--- src/rtl/serial_addsub.sv ---
// rtl/serial_addsub.sv - bit-serial adder/subtractor, one bit per clock, LSB first
module serial_addsub #(
  parameter int WIDTH = 8
) (
  input  logic             clk,
  input  logic             reset,
  input  logic             start,
  input  logic             sub,
  input  logic [WIDTH-1:0] a,
  input  logic [WIDTH-1:0] b,
  output logic             busy,
  output logic             done,
  output logic [WIDTH-1:0] sum,
  output logic             c_out,
  output logic             overflow
);

  // Counter must hold values up to WIDTH-1 without wrapping.
  localparam int CW = (WIDTH < 2) ? 1 : $clog2(WIDTH + 1);
  localparam logic [CW-1:0] LAST = CW'(WIDTH - 1);

  typedef enum logic {
    IDLE = 1'b0,
    RUN  = 1'b1
  } state_t;

  state_t           r_state;
  state_t           w_state_next;
  logic             w_accept;
  logic             w_last;

  // The A register doubles as the working result register: each consumed
  // operand bit leaves at the LSB while the new sum bit enters at the MSB,
  // so after WIDTH shifts it holds the complete result.
  logic [WIDTH-1:0] r_a;
  logic [WIDTH-1:0] r_b;
  logic [WIDTH-1:0] w_a_next;
  logic             r_carry;
  logic [CW-1:0]    r_cnt;
  logic             w_s;
  logic             w_carry_next;

  logic             r_done;
  logic [WIDTH-1:0] r_sum;
  logic             r_c_out;
  logic             r_overflow;

  // Single full-adder cell on the current LSBs.
  assign w_s          = r_a[0] ^ r_b[0] ^ r_carry;
  assign w_carry_next = (r_a[0] & r_b[0]) | (r_carry & (r_a[0] ^ r_b[0]));

  generate
    if (WIDTH == 1) begin : g_w1
      assign w_a_next = w_s;
    end else begin : g_wn
      assign w_a_next = {w_s, r_a[WIDTH-1:1]};
    end
  endgenerate

  // State register.
  always_ff @(posedge clk) begin
    if (reset) r_state <= IDLE;
    else       r_state <= w_state_next;
  end

  // Next-state logic plus accept/last-bit strobes.
  always_comb begin
    w_state_next = r_state;
    w_accept     = 1'b0;
    w_last       = 1'b0;
    case (r_state)
      IDLE: begin
        if (start) begin
          w_accept     = 1'b1;
          w_state_next = RUN;
        end
      end
      RUN: begin
        if (r_cnt == LAST) begin
          w_last       = 1'b1;
          w_state_next = IDLE;
        end
      end
      default: w_state_next = IDLE;
    endcase
  end

  // Operand load, per-bit shift, and result capture on the final bit.
  always_ff @(posedge clk) begin
    if (reset) begin
      r_a        <= '0;
      r_b        <= '0;
      r_carry    <= 1'b0;
      r_cnt      <= '0;
      r_done     <= 1'b0;
      r_sum      <= '0;
      r_c_out    <= 1'b0;
      r_overflow <= 1'b0;
    end else begin
      r_done <= w_last;
      if (w_accept) begin
        r_a     <= a;
        r_b     <= b ^ {WIDTH{sub}};
        r_carry <= sub;
        r_cnt   <= '0;
      end else if (r_state == RUN) begin
        r_a     <= w_a_next;
        r_b     <= r_b >> 1;
        r_carry <= w_carry_next;
        r_cnt   <= r_cnt + 1'b1;
        if (w_last) begin
          // r_carry is the carry into the MSB at this point.
          r_sum      <= w_a_next;
          r_c_out    <= w_carry_next;
          r_overflow <= r_carry ^ w_carry_next;
        end
      end
    end
  end

  assign busy     = (r_state == RUN);
  assign done     = r_done;
  assign sum      = r_sum;
  assign c_out    = r_c_out;
  assign overflow = r_overflow;

endmodule

--- config.mk ---
export PLATFORM = sky130hd
export DESIGN_NAME = serial_addsub
export DESIGN_NICKNAME = d
export VERILOG_FILES = /design/src/rtl/serial_addsub.sv
export SDC_FILE = /design/constraint.sdc
export NUM_CORES = 1
export LEC_CHECK = 0
export ABC_AREA = 1
export BUFFER_PORTS_ARGS = -buffer_cell sky130_fd_sc_hd__buf_2
export CAP_MARGIN = 20
export CORE_MARGIN = 2
export CORE_UTILIZATION = 40
export CTS_BUF_LIST = sky130_fd_sc_hd__clkbuf_4
export CTS_CLUSTER_SIZE = 10
export DETAILED_ROUTE_END_ITERATION = 6
export SLEW_MARGIN = 10
export SYNTH_ARGS = -nofsm -noshare
export SYNTH_HDL_FRONTEND = slang
export SYNTH_SLANG_ARGS = --single-unit
--- constraint.sdc ---
create_clock -name clk -period 1.37 [get_ports clk]
set_clock_uncertainty 0.15 [all_clocks]
set_input_delay 0.0685 -clock clk [delete_from_list [all_inputs] [get_ports clk]]
set_output_delay 0.0685 -clock clk [all_outputs]
set_load 0.01 [all_outputs]
After elaboration in Yosys (flattened, before gate mapping)
Cells that the tools add are included.
{"block": "totals", "ff_bits": 33, "output_inout_bits": 12, "word_cells": 35}
{"block": "classes", "n_addsub": 1, "n_eq_ne": 1, "n_mux": 12, "bitwise": 9, "n_reduce_logical": 3}
{"operator": "8-bit two-way mux", "count": 4}
{"operator": "8-bit bitwise XOR", "count": 1}
{"operator": "1-bit two-way mux", "count": 7}
{"operator": "4-bit by 1-bit adder with 4-bit output (second input constant)", "count": 1}
{"operator": "4-bit by 3-bit equality test with 1-bit output (second input constant)", "count": 1}
{"operator": "3-bit AND reduction", "count": 1}
{"operator": "1-bit bitwise XOR", "count": 3}
{"operator": "1-bit bitwise AND", "count": 2}
{"operator": "1-bit inverter", "count": 2}
{"operator": "1-bit case mux with 2 select lines", "count": 1}
{"operator": "2-bit nonzero test", "count": 1}
{"operator": "2-bit OR reduction", "count": 1}
{"operator": "1-bit bitwise OR", "count": 1}

Longest topological paths before layout
Gate-level depths: netlist of the first run.
{"block": "logic_depth", "depth_word": 5, "mapped_depth": 7, "depth_no_buf": 6}

Least setup slack after synthesis of the first run
Ideal clock, no wire load.
{"block": "synth_path", "kind": "register -> register", "from": "register r_a[0]", "to": "register r_overflow, in the netlist overflow", "setup_time_ns": 0.114, "arrival_ns": 1.040, "required_ns": 1.106, "setup_slack_ns": 0.067, "path_stages_with_launch": 5, "n_path_buf": 0, "path_cell_list": "dfxtp_1 > fa_1 > xor2_1 > nand3_1 > nand2_1"}
{"block": "synth_via", "elab_chain_cells": 4, "elab_cells_between_ends": 5, "cone_classes": "bitwise (5)"}
{"element": "start: declaration", "line_no": "35", "rtl": "logic [WIDTH-1:0] r_a;"}
{"element": "start signal: assignment", "line_no": "107", "rtl": "r_a <= w_a_next;"}
{"element": "1-bit bitwise XOR", "line_no": "50", "rtl": "assign w_carry_next = (r_a[0] & r_b[0]) | (r_carry & (r_a[0] ^ r_b[0]));"}
{"element": "1-bit bitwise AND", "line_no": "50"}
{"element": "1-bit bitwise OR (*)", "line_no": "50"}
{"element": "net w_carry_next", "line_no": "41", "rtl": "logic w_carry_next;"}
{"element": "1-bit bitwise XOR (*)", "line_no": "115", "rtl": "r_overflow <= r_carry ^ w_carry_next;"}
{"element": "end signal: assignment", "line_no": "115"}
{"element": "end: declaration", "line_no": "46", "rtl": "logic r_overflow;"}
The timed path passes the listed nets; every way through them passes the cells marked *.
A chain may end at the register's enable or synchronous reset.

Final worst setup path of the first run
{"block": "layout_path", "from": "register r_b[0]", "to": "register r_a[7]"}
{"block": "layout_via", "elab_chain_cells": 4}
{"element": "start: declaration", "line_no": "36", "rtl": "logic [WIDTH-1:0] r_b;"}
{"element": "start signal: assignment", "line_no": "103", "rtl": "r_b <= b ^ {WIDTH{sub}};"}
{"element": "start signal: assignment", "line_no": "108", "rtl": "r_b <= r_b >> 1;"}
{"element": "1-bit bitwise XOR (2 in a row)", "line_no": "49", "rtl": "assign w_s = r_a[0] ^ r_b[0] ^ r_carry;"}
{"element": "net w_s", "line_no": "40", "rtl": "logic w_s;"}
{"element": "8-bit two-way mux", "line_no": "106", "rtl": "end else if (r_state == RUN) begin"}
{"element": "8-bit two-way mux", "line_no": "101", "rtl": "if (w_accept) begin"}
The timed path passes the listed nets, and every way through them passes these cells. The select of a mux whose other input is x is not followed.

==> metrics.md, run 1 <==
| Metric | Value |
|---|---|
| Worst hold path class | `in -> reg` |
| Minimum clock period | `approximately 1.3 ns` |
| Drt pass-1 iters | `5` |
| Overall Global Routing Usage | `between 10% and 20%` |
| Reg clk slew, reported paths | `approximately 0.09 ns` |
| Horiz. Die Dim | `approximately 66 um` |
| Post-detailed-route DRC marker count | `0` |
| #FFs+latches synth | `33` |
| DPL Wire Length | `between 2 and 2.5 mm` |
| CP Max Fanout | `2` |
| Yosys warns | `0` |
| Worst Setup Slack, final | `around 0.068 ns` |
| Power per cell area | `about 900 nW/um^2` |
| Util after Layout | `between 50% and 60%` |
| Overall routed net length | `3.494 mm` |
| Hold Crit Depth | `4` |
| Final non-filler cell total | `around 330` |
| CP arrival | `1.43 ns` |
| DR WL/cell | `around 10 um` |
| Max clock buf depth | `2` |
| Worst setup SP type | `flip-flop` |
| Max cap viols | `0` |
| Chip height | `between 60 and 70 um` |
| Slew Limit Headroom | `around 80%` |
| Gate count of the mapped netlist | `227` |
| Worst-Margin Slew | `approximately 0.3 ns` |
| CP most frequent cell | `nand2_1` |
| # IOs | `32` |
| WS Path Type | `reg -> reg` |
| Final setup viols | `0` |
| Synthesized Nets | `roughly 250` |
| 1st-iter DRT viols | `a little under 80` |
| Top-area cell type share of the netlist area | `42.65%` |
| Unrepaired setup endpoints after global routing | `false` |
| Reg2reg start | `r_b[0]` |
| Layout cells sized above 1 | `23.86%` |
| TritonCTS Buffers | `5` |
| Syn_area_per_cell | `between 6 and 7 sq um` |
| Status | `complete, no violations` |
| Maximum VDD drop | `~0.52 mV` |
| Slowest stage delay, CP | `about 0.57 ns` |
| Pins Over Slew Limit | `0` |
| Final nets | `between 300 and 400` |
| Vias in the first global route | `1,430` |
| R2R cell count | `5` |
| Root Buffer | `clkbuf_4` |
| Synth cell types | `20` |
| Commonest non-fill, non-tap cells in the layout | `nand2_1 (77), nand3_1 (41), buf_2 (31)` |
| Antenna violations before repair | `0` |
| Remaining global-route overflow | `0` |
| Full die area | `4386 sq um` |
| Clock Sink Count | `33` |
| Fmax | `approximately 0.77 GHz` |
| Crit. Startpoint | `r_b[0]` |
| Worst-Skew Late Latency | `between 0.3 and 0.4 ns` |
| Maximum level of the CTS H-tree | `2` |
| Ant. Diodes | `0` |
| FP Rows | `22` |
| Antenna violation net count after detailed routing | `0` |
| Worst EP required | `1.50 ns` |
| Core Box Area | `between 3000 and 4000 sq um` |
| CP cell instances | `fa_2 > nand2_1 > nand3_1 > nand2_1 > inv_1` |
| Synthesized area | `1549 sq um` |
| Vias per cell | `4.544` |
| Tcrit/Tclk final | `between 90% and 100%` |
| Synth top area cells | `dfxtp_1 (43%), nand2_1 (19%), nand3_1 (13%)` |
| Post-CTS Setup Bufs | `0` |
| Synth-to-Final Area Change | `33.12%` |
| Initial Utilization | `a little over two fifths` |
| GPL Wtd Cong | `~0.74` |
| Crit. End Element | `flip-flop` |
| Hold Crit Start | `sub` |
| TritonCTS clock tree | `yes` |
| Largest net degree at the start of global routing | `17` |
| I/O Buffers | `31` |
| DR vias | `between 1,500 and 2,000` |
| Lkg Pwr | `~1.1 nW` |
| Crit path max-delay cell type | `fa_2` |
| Commonest non-fill, non-tap cell in the layout | `nand2_1` |
| Worst slack, placed | `approximately 0.030 ns` |
| Final hold vios | `0` |
| Largest area contributor in the netlist | `dfxtp_1` |
| Seq/Total Area, Yosys | `a little over two fifths` |
| Dpl cells | `just over 300` |
| First-pass GRT wire length | `about 6.2 mm` |
| Setup TNS Final | `0 ns` |
## worst max-delay path: cells and delay by family (launching register included)
family                   cells  cell delay, ns
buffers and inverters        1            0.04
flip-flops                   1            0.35
adder cells (fa/ha/maj)      1            0.57
AND/OR/NAND/NOR              3            0.16
## final cells by class
| type | count | area, sq um |
|---|---|---|
| Clock buffer | 6 | 45.04 |
| Clock inverter | 1 | 3.754 |
| Fill cell | 366 | 1627 |
| Inverter | 30 | 112.6 |
| Multi-Input combinational cell | 152 | 710.7 |
| Sequential cell | 33 | 666.9 |
| Tap cell | 48 | 60.06 |
| Timing Repair Buffer | 63 | 462.9 |
## what timing repair did
| action | 4_1_cts | 5_1_grt |
|---|---|---|
| setup endpoints to repair | 0 | 17 |
| gates resized for setup | 0 | 8 |
| hold buffers | 17 | 0 |
| hold endpoints to repair | 22 | 0 |
## worst paths after layout
check                 to  slack [ns]
setup / recovery  r_a[7]        0.07
hold / removal    r_b[7]        0.03
setup reg to reg  r_a[7]        0.07
hold reg to reg   sum[3]        0.31
## cell families (layout without fill, tap and decap cells)
family | after synthesis | in the layout | synth area share [%]
AOI/OAI and AO/OA | 19 | 19 | 6.139
xor gates and xnor gates | 1 | 1 | 0.5655
adders and majority gates | 2 | 2 | 2.100
buffers and inverters | 42 | 100 | 11.95
DFF | 33 | 33 | 42.65
and+or+nand+nor | 130 | 130 | 36.59
## synth_stat cells
cell type / count
inv_1: 25
nor2_4: 2
nor3_1: 2
nand2_1: 78
inv_2: 5
xor2_1: 1
ha_1: 1
buf_4: 4
a21oi_1: 17
nand3_1: 41
nor2_1: 5
dfxtp_1: 33
buf_2: 4
buf_6: 1
fa_1: 1
buf_1: 2
nor3b_1: 1
o21ai_1: 2
nand3_2: 1
clkbuf_1: 1
## power by group
group	switching, W	internal, W
logic	0.000145	0.000133
clock network	0.000299	0.000206
registers	0.0000251	0.000997
total	0.000470	0.00134
## per-layer routing
| metal | wire, um | up-vias | GRT usage, % |
|---|---|---|---|
| met5 | 0 | - | 0 |
| met2 | 1641 | 33 | 32.00 |
| met3 | 159 | 4 | 5.622 |
| met4 | 29 | 0 | 6.888 |
| li1 | - | 825 | - |
| met1 | 1663 | 651 | 22.30 |
## flip-flops by register name, summed over array words and instances (netlist names)
register,cells
r_a,8
r_b,8
sum,8
r_cnt,4
busy,1
c_out,1
done,1
overflow,1
r_carry,1
## metrics by stage
step,hold slack (ns),area [sq um],power [W]
after floorplan,0.1203,1549,0.001198
after global placement,0.2281,1829,0.001283
after detailed placement,0.2350,1829,0.001284
after CTS,0.01361,2048,0.001829
after global routing,0.04401,2062,0.001924
final,0.03061,2062,0.001805
(Power assumes the default switching activity.)
==> run 2: changes to the inputs <==
--- a/constraint.sdc
+++ b/constraint.sdc
@@ -4,2 +4,2 @@
 set_output_delay 0.0685 -clock clk [all_outputs]
-set_load 0.01 [all_outputs]
+set_load 0.05 [all_outputs]
==> run 2 against run 1 <==
Power is 13% higher. Die area stayed put. First-iteration DRC count is 23% lower. Maximum frequency is 0.44% lower. Worst hold slack worse by 0.0031 ns. Combinational power hardly changed. Sequential power hardly changed.
==> metrics.md, run 2 (same netlist as run 1, synthesis figures left out) <==
| Metric | Value |
|---|---|
| Status | `complete, no violations` |
| Power per cell area | `just under 1000 nW/um^2` |
| DR vias | `approximately 1,500` |
| Root Buffer | `clkbuf_4` |
| Tcrit/Tclk final | `95.47%` |
| Overall routed net length | `3.443 mm` |
| CP most frequent cell | `nand2_1` |
| Clock Sink Count | `33` |
| Worst EP required | `between 1.5 and 2 ns` |
| Unrepaired setup endpoints after global routing | `false` |
| Worst-Margin Slew | `a little over 0.3 ns` |
| Internal power | `0.001530 W` |
| Top Family by Delay on Critical Path | `adder cells` |
| CP Max Fanout | `2` |
| Slowest stage delay, CP | `0.57 ns` |
| Minimum clock period | `~1.3 ns` |
| Post-detailed-route DRC marker count | `0` |
| Sw Ratio | `24.79%` |
| Maximum VDD drop | `approximately 0.43 mV` |
| I/O Buffers | `31` |
| Worst setup SP type | `flip-flop` |
| Lkg Pwr | `approximately 1.1 nW` |
| Final hold vios | `0` |
| Max cap viols | `0` |
| Fmax | `between 0.7 and 0.8 GHz` |
| Core Box Area | `roughly 3700 sq um` |
| TritonCTS clock tree | `yes` |
| Layout cells sized above 1 | `23.05%` |
| Worst Setup Slack, final | `about 0.062 ns` |
| FP Rows | `22` |
| Synth-to-Final Area Change | `34.09%` |
| Reg clk slew, reported paths | `0.11 ns` |
| Initial Utilization | `between 40% and 50%` |
| Slew Limit Headroom | `about four fifths` |
| Commonest non-fill, non-tap cells in the layout | `nand2_1 (78), nand3_1 (41), buf_2 (31)` |
| Psw | `about 0.0005 W` |
| Antenna violations before repair | `0` |
| Post-CTS Setup Bufs | `0` |
| TritonCTS Buffers | `5` |
| Commonest non-fill, non-tap cell in the layout | `nand2_1` |
| Final setup viols | `0` |
| Buffers and inverters on the worst path | `1` |
| R2R cell count | `5` |
| Hold Crit Start | `sub` |
| Setup TNS Final | `0 ns` |
| DR WL/cell | `around 10 um` |
| Maximum level of the CTS H-tree | `2` |
| Total power | `a little over 0.002 W` |
| Remaining global-route overflow | `0` |
| Pins Over Slew Limit | `0` |
| DPL Wire Length | `roughly 2.4 mm` |
| Combinational share of power | `13.8%` |
| # IOs | `32` |
| Vias per cell | `roughly 4.6` |
| R2R setup slack | `0.06 ns` |
| Final nets | `just over 300` |
| CP arrival | `between 1 and 1.5 ns` |
| R2R Path End | `r_a[7]` |
| Reg2reg start | `r_b[0]` |
| Worst-Skew Late Latency | `~0.33 ns` |
| GPL Wtd Cong | `slightly above 0.8` |
| Full die area | `about 4400 sq um` |
| Hold endpoint | `r_b[7]` |
| Hold Crit Depth | `4` |
| Max clock buf depth | `2` |
| Crit path max-delay cell type | `fa_2` |
| Ant. Diodes | `0` |
| Horiz. Die Dim | `66.23 um` |
| 1st-iter DRT viols | `a little under 60` |
| Worst hold path class | `in -> reg` |
| Chip height | `~66 um` |
| WS Path Type | `reg -> reg` |
| Worst slack, placed | `0.03116 ns` |
| Antenna violation net count after detailed routing | `0` |
| Overall Global Routing Usage | `between 10% and 20%` |
| Crit. End Element | `flip-flop` |
| Vias in the first global route | `~1,400` |
| Drt pass-1 iters | `4` |
| Sequential share of power | `between 50% and 60%` |
| Largest net degree at the start of global routing | `30` |
| First-pass GRT wire length | `between 5 and 6 mm` |
| CP cell instances | `fa_2 > nand2_1 > nand3_1 > nand2_1 > inv_1` |
| Clk pwr share | `35.7%` |
## run 2: cell types whose count changed in the layout (fill, tap and decap cells not counted), sizes merged
cell    before  now
bufinv       0    1
buf         46   42
## run 2: timing repair
action,in CTS,in global routing
gates resized for setup,0,7
hold buffers,17,0
hold endpoints to repair,18,0
endpoints found under the setup margin,0,8
## run 2: power groups by stage
stage	clock network [W]	registers [W]	logic, W
finish	0.000727	0.00103	0.000281
global route	0.000792	0.00103	0.000317
global placement	0	0.00105	0.000241
CTS	0.000755	0.00103	0.000281
floorplan	0	0.00104	0.000162
detailed placement	0	0.00105	0.000244
## run 2: how the worst max path moves through the flow
stage / end / start / depth (start not counted)
2_1_floorplan: c_out / busy / 7
3_3_place_gp: overflow / r_a[0] / 4
3_5_place_dp: overflow / r_a[0] / 4
4_1_cts: overflow / r_a[0] / 4
5_1_grt: r_a[7] / r_b[0] / 5
6_report: r_a[7] / r_b[0] / 5
## run 2: per-stage QoR
step           cell area, sq um  utilization [%]  instances  hold slack, ns
2_1_floorplan              1553                -        227          0.1203
3_3_place_gp               1815            49.22        305          0.2289
3_5_place_dp               1815            49.22        305          0.2326
4_1_cts                    2064            55.97        330        0.007461
5_1_grt                    2077            56.31        330         0.05296
6_report                   2077            56.31        330         0.02747
## run 2: final cells by class
class,count,area (sq um)
Sequential cell,33,669.4
Multi-Input combinational cell,152,710.7
Timing Repair Buffer,59,445.4
Inverter,30,112.6
Clock inverter,2,33.78
Clock buffer,6,45.04
Tap cell,48,60.06
Fill cell,379,1612
## run 2: worst register-to-register path: stages (launching register included)
cell and delay (ns):
dfxtp_2 0.35, fa_2 0.57, nand2_1 0.05, nand3_1 0.07, nand2_1 0.05, inv_1 0.04
## run 2: routing by layer
layer	wire [um]	part of all wire [%]	vias up	GRT usage, %
met5	0	0	-	0
met4	44	1.3	0	4.592
met3	151	4.4	5	5.622
met2	1626	47	32	30.38
met1	1620	47	654	20.88
li1	-	-	822	-
